<file path="src/rtl/down_timer_pkg.sv">
// Shared types for the loadable down-counting timer.
// State encoding for the timer FSM.
package down_timer_pkg;

    localparam int STATE_W = 2;

    typedef enum logic [STATE_W-1:0] {
        IDLE = 2'd0,
        RUN  = 2'd1,
        DONE = 2'd2
    } timer_state_t;

endpackage

</file>
<file path="src/rtl/loadable_down_counter_parameter.sv">
// Count register with load and decrement enable.
// Load wins over decrement; q saturates at zero.
module loadable_down_counter_parameter #(
    parameter int width = 8
) (
    input  logic             clk,
    input  logic             reset,
    input  logic             load,
    input  logic [width-1:0] load_value,
    input  logic             dec,
    output logic [width-1:0] q
);

    localparam logic [width-1:0] ONE = width'(1);

    always_ff @(posedge clk or negedge reset) begin
        if (!reset) begin
            q <= '0;
        end else if (load) begin
            q <= load_value;
        end else if (dec && q != '0) begin
            q <= q - ONE;
        end
    end

endmodule

</file>
<file path="src/rtl/down_timer_parameter.sv">
// Programmable down timer: IDLE -> RUN -> DONE with a one-cycle done pulse.
// Define DOWN_TIMER_AUTO_RELOAD_EN for periodic (auto-reload) operation.
module down_timer_parameter
    import down_timer_pkg::*;
#(
    parameter int width = 8
) (
    input  logic             clk,
    input  logic             reset,
    input  logic             load,
    input  logic [width-1:0] load_value,
    input  logic             start,
    input  logic             abort,
    input  logic             tick,
    output logic [width-1:0] q,
    output logic             busy,
    output logic             done,
    output logic             zero
);

    localparam logic [width-1:0] ONE = width'(1);

    timer_state_t     state;
    timer_state_t     next;
    logic             cnt_load;
    logic             cnt_dec;
    logic [width-1:0] cnt_value;
    logic [width-1:0] eff;

`ifdef DOWN_TIMER_AUTO_RELOAD_EN
    logic [width-1:0] reload;

    always_ff @(posedge clk or negedge reset) begin
        if (!reset) begin
            reload <= '0;
        end else if (state == IDLE && load) begin
            reload <= load_value;
        end
    end
`endif

    loadable_down_counter_parameter #(.width(width)) u_cnt (
        .clk        (clk),
        .reset      (reset),
        .load       (cnt_load),
        .load_value (cnt_value),
        .dec        (cnt_dec),
        .q          (q)
    );

    always_ff @(posedge clk or negedge reset) begin
        if (!reset) begin
            state <= IDLE;
        end else begin
            state <= next;
        end
    end

    always_comb begin
        next      = state;
        cnt_load  = 1'b0;
        cnt_dec   = 1'b0;
        cnt_value = load_value;
        eff       = load ? load_value : q;
        case (state)
            IDLE: begin
                cnt_load = load;
                if (start && !abort) begin
                    next = (eff != '0) ? RUN : DONE;
                end
            end
            RUN: begin
                if (abort) begin
                    next = IDLE;
                end else if (tick) begin
                    cnt_dec = 1'b1;
                    if (q <= ONE) begin
                        next = DONE;
                    end
                end
            end
            DONE: begin
                next = IDLE;
`ifdef DOWN_TIMER_AUTO_RELOAD_EN
                // Periodic mode restarts from the captured load value.
                if (!abort && reload != '0) begin
                    next      = RUN;
                    cnt_load  = 1'b1;
                    cnt_value = reload;
                end
`endif
            end
            default: next = IDLE;
        endcase
    end

    assign busy = (state == RUN);
    assign done = (state == DONE);
    assign zero = (q == '0);

endmodule

</file>
<file path="config.mk">
export PLATFORM = sky130hd
export DESIGN_NAME = down_timer_parameter
export DESIGN_NICKNAME = d
export VERILOG_FILES = /design/src/rtl/down_timer_pkg.sv /design/src/rtl/loadable_down_counter_parameter.sv /design/src/rtl/down_timer_parameter.sv
export SDC_FILE = /design/constraint.sdc
export NUM_CORES = 1
export LEC_CHECK = 0
export CAP_MARGIN = 20
export CORE_UTILIZATION = 46
export CTS_BUF_LIST = sky130_fd_sc_hd__clkbuf_2
export CTS_CLUSTER_SIZE = 14
export DETAILED_ROUTE_END_ITERATION = 8
export GPL_ROUTABILITY_DRIVEN = 0
export HOLD_SLACK_MARGIN = 0.06
export PLACE_DENSITY = 0.8
export SYNTH_ARGS = -nofsm -noshare
export SYNTH_HDL_FRONTEND = slang
export SYNTH_SLANG_ARGS = --single-unit
</file>
<file path="constraint.sdc">
create_clock -name clk -period 2.2 [get_ports clk]
set_input_delay 0.66 -clock clk [delete_from_list [all_inputs] [get_ports clk]]
set_output_delay 0.66 -clock clk [all_outputs]
set_load 0.05 [all_outputs]
</file>
==> summary.log <==
[run_status] result of the run complete, no violations
[flow_run] Max-cap violations 0
[setup_path] worst reg-to-reg setup slack 0.29 ns
[routing] Starting DRT DRC Count 16
[setup_path] Setup CP Type flop to output port
[synthesis] synthesized area divided by synthesized cell count 10.3 um^2
[timing] Worst Skew 0.00787 ns
[grt] largest net degree at the start of global routing 11
[clock_tree] CTS clk-pin slew, worst paths 0.10 ns
[power_and_ir_drop] P_int 435 uW
[timing] Final Max Tran Viols 0
[floorplanning] total number of placement rows 14
[finish] most used cells in the layout excluding fill and tap cells sky130_fd_sc_hd__buf_4, sky130_fd_sc_hd__clkdlybuf4s50_1, sky130_fd_sc_hd__dfrtp_1, sky130_fd_sc_hd__nor2_1, sky130_fd_sc_hd__nand2_1
[setup_path] capturing point of the worst reg2reg path u_cnt.q[6]
[power_and_ir_drop] IR drop worst, VDD 0.000437 V
[clock_tree] H-tree level count 1
[finish] proportion of layout cells with a drive suffix above 1 0.354
[clock_tree] clock insertion delay at the later pin of the skew report 0.26 ns
[synthesis] Post-synth top flop sky130_fd_sc_hd__dfrtp_1
[setup_path] category of the worst setup path launch point flop
[timing] Min Clock Period, post-route 2.14 ns
[setup_path] delay contributed by the slowest stage of the critical path 0.81 ns
[clock_tree] clock buffer count from CTS 3
[timing] worst slew margin relative to its limit 0.676
[routing] post-DR vias/cell 5.72
[synthesis] synthesized area 749 um^2
[power_and_ir_drop] relative contribution of combinational cells to total power 0.518
[synthesis] post-synthesis cell type count 38
[power_and_ir_drop] power density cells 690 nW/um^2
[routing] post-route antenna net violation count 0
[setup_path] chain of cells forming the critical path clkdlybuf4s50_1
[routing] count of vias placed by the detailed router 738
[setup_path] count of buffering cells on the critical path with inverters included 1
[clock_tree] Root Buffer sky130_fd_sc_hd__clkbuf_2
[power_and_ir_drop] power spent charging and discharging nets 352 uW
[routing] total detailed-routing wirelength 1.98 mm
[power_and_ir_drop] share of power burned in registers 0.354
[setup_path] number of logic stages on the critical path including buffering 1
[power_and_ir_drop] clock network fraction of design power 0.128
[finish] n_diodes 0
[setup_path] Max FO, Critical Path 4
[clock_tree] clock buffer depth 2
[floorplanning] initial cell density of the core 0.498
[synthesis] count of flip-flops with a built-in enable after synthesis 0
[setup_path] arrival time reported for the critical path endpoint 1.48 ns
[synthesis] post-synthesis async set-or-reset flop share 1.00
[synthesis] Synth area leader sky130_fd_sc_hd__dfrtp_1
[synthesis] register bit total from synthesis 10
[setup_path] kind of end point of the critical path output port
[finish] most common library cell in the layout ignoring fill and taps sky130_fd_sc_hd__buf_4
[place] cell area after placement 1050 um^2
[timing] worst-margin pin slew 0.484 ns
[place] Buffers on Ports 24
[worst_hold_path] Min-Delay Path Depth 1
[finish] Layout Utilization 0.757
[floorplanning] Die Y-Extent 42.4 um
[floorplanning] Die Span X 42.4 um
[grt] global-route wire length before repair 3.08 mm
[routing] number of detailed-routing iterations run before antenna repair 6
[place] Placed Cells incl. Taps 118
[timing] Setup-failing EPs final 0
[synthesis] area share of the largest cell type after synthesis 0.334
[setup_path] slowest stage cell, crit path sky130_fd_sc_hd__clkdlybuf4s50_1
[grt] antenna violations before repair 0
[grt] total congestion overflow 0
[finish] Area Growth Syn to Fin 52.1%
[power_and_ir_drop] static leakage 0.474 nW
[setup_path] length in cells of the worst reg-to-reg path 7
[floorplanning] overall die area 1790 um^2
[timing] final total negative setup slack 0 ns
[floorplanning] floorplan core area 1510 um^2
[worst_hold_path] hold worst-path end u_cnt.q[4]
[power_and_ir_drop] switching share of power 0.447
[grt] number of global-route vias before repair 684
[clock_tree] number of clock sinks 10
[worst_hold_path] origin of the worst min-delay path u_cnt.q[4]
[finish] Filler Cells Inserted 104
[grt] Overall Global Routing Usage 0.235
[finish] Finished Cell Area 1140 um^2
[setup_path] endpoint required time on the critical path 1.54 ns
[timing] fmax 468 MHz
[worst_hold_path] path class of the lowest-slack min-delay path flop to flop
[routing] DRC violations left 0
[synthesis] Mapped Cells 73
[finish] number of nets at the end of the flow 131
[clock_tree] TritonCTS clock tree built
[routing] final routed wire length divided by cell count 15.3 um
[timing] Hold Fails Final Rpt 0
[synthesis] Synth Warn # 0
[finish] count of non-filler cells in the finished layout 129
[setup_path] top cell family by delay on the critical path buffers and inverters
[floorplanning] number of ports placed on the die boundary 25
[timing] final clock period utilization by the worst path 0.971
[synthesis] Synth area leaders sky130_fd_sc_hd__dfrtp_1, sky130_fd_sc_hd__ha_1, sky130_fd_sc_hd__nand4bb_4, sky130_fd_sc_hd__nor2_1, sky130_fd_sc_hd__or3_1
[timing] RSZ-0062 raised after global routing false
[setup_path] worst r2r src u_cnt.q[0]
[synthesis] post-synth net total 90
[synthesis] proportion of synthesized chip area in sequential cells 0.334
==> final cells by class <==
| cell class | count | area, um^2 | area share |
|---|---|---|---|
| multi-input combinational | 59 | 494 | 0.434 |
| timing repair buffer | 38 | 345 | 0.303 |
| tap | 16 | 20.0 | 0.0176 |
| inverter | 2 | 10.0 | 0.00878 |
| clock inverter | 1 | 3.75 | 0.00329 |
| clock buffer | 3 | 15.0 | 0.0132 |
| sequential | 10 | 251 | 0.221 |
==> worst reg2reg max path: cells and delay by family, from the launching register on <==
| kind | cells | cell delay [ns] |
|---|---|---|
| AOI/OAI and AO/OA | 1 | 0.31 |
| adders and majority gates | 1 | 0.19 |
| buffers and inverters | 2 | 0.20 |
| DFF | 1 | 0.45 |
| muxes | 1 | 0.08 |
| and+or+nand+nor | 2 | 0.58 |
==> cell usage after synthesis (2+ instances only) <==
| library cell | n |
|---|---|
| sky130_fd_sc_hd__o22ai_1 | 2 |
| sky130_fd_sc_hd__nor2b_1 | 2 |
| sky130_fd_sc_hd__a211oi_1 | 2 |
| sky130_fd_sc_hd__nand2_1 | 5 |
| sky130_fd_sc_hd__a31oi_1 | 3 |
| sky130_fd_sc_hd__nor4_1 | 3 |
| sky130_fd_sc_hd__a221o_1 | 2 |
| sky130_fd_sc_hd__or3_1 | 4 |
| sky130_fd_sc_hd__dfrtp_1 | 10 |
| sky130_fd_sc_hd__inv_1 | 2 |
| sky130_fd_sc_hd__nor3_1 | 2 |
| sky130_fd_sc_hd__ha_1 | 3 |
| sky130_fd_sc_hd__nor2_1 | 7 |
| sky130_fd_sc_hd__mux2i_1 | 2 |
==> logic make-up (layout without fill, tap and decap cells) <==
logic type,after synthesis,after routing,synth area share
xor gates and xnor gates,1,1,0.0117
adders and majority gates,3,3,0.0501
DFF,10,10,0.334
AOI/OAI and AO/OA,18,18,0.187
muxes,2,2,0.0267
and+or+nand+nor,35,35,0.366
buffers and inverters,4,44,0.0250
==> power groups by stage <==
stage	combinational (mW)	clock [mW]	sequential [mW]
3_5_place_dp	0.348	0	0.282
4_1_cts	0.374	0.108	0.277
3_3_place_gp	0.343	0	0.279
2_1_floorplan	0.124	0	0.367
5_1_grt	0.425	0.115	0.284
6_report	0.407	0.101	0.278
==> per-layer routing <==
| metal | part of all wire | vias to the layer above | routed length [um] | track usage |
|---|---|---|---|---|
| met1 | 0.48 | 346 | 941 | 0.296 |
| met3 | 0.037 | 4 | 74 | 0.0862 |
| met2 | 0.47 | 21 | 937 | 0.369 |
| li1 | - | 367 | - | - |
| met4 | 0.013 | 0 | 25 | 0.0875 |
| met5 | 0 | - | 0 | 0 |
==> state kept, by name, indices dropped and copies added, names as in the netlist <==
| signal | cells |
|---|---|
| u_cnt.q | 8 |
| state | 2 |
==> what timing repair did <==
item	in CTS	in global routing
endpoints found under the setup margin	1	2
pin swaps	1	1
hold buffers	0	0
setup buffers	3	4
gates resized for setup	4	1
==> through the flow <==
step	power, mW	hold slack [ns]	setup slack [ns]
global route	0.825	0.662	0.00847
detailed placement	0.630	0.615	-0.0428
CTS	0.759	0.648	0.0157
global placement	0.622	0.602	0.0419
finish	0.786	0.643	0.0629
floorplan	0.491	0.364	0.00357
==> worst max path at each step <==
stage	end	slack, ns	startpoint
3_5_place_dp	u_cnt.q[7]	-0.04	abort
4_1_cts	zero	0.02	u_cnt.q[1]
3_3_place_gp	u_cnt.q[7]	0.04	abort
5_1_grt	q[0]	0.008	u_cnt.q[0]
2_1_floorplan	zero	0.004	u_cnt.q[1]
6_report	q[0]	0.06	u_cnt.q[0]
Power figures use the tool's default switching activity.
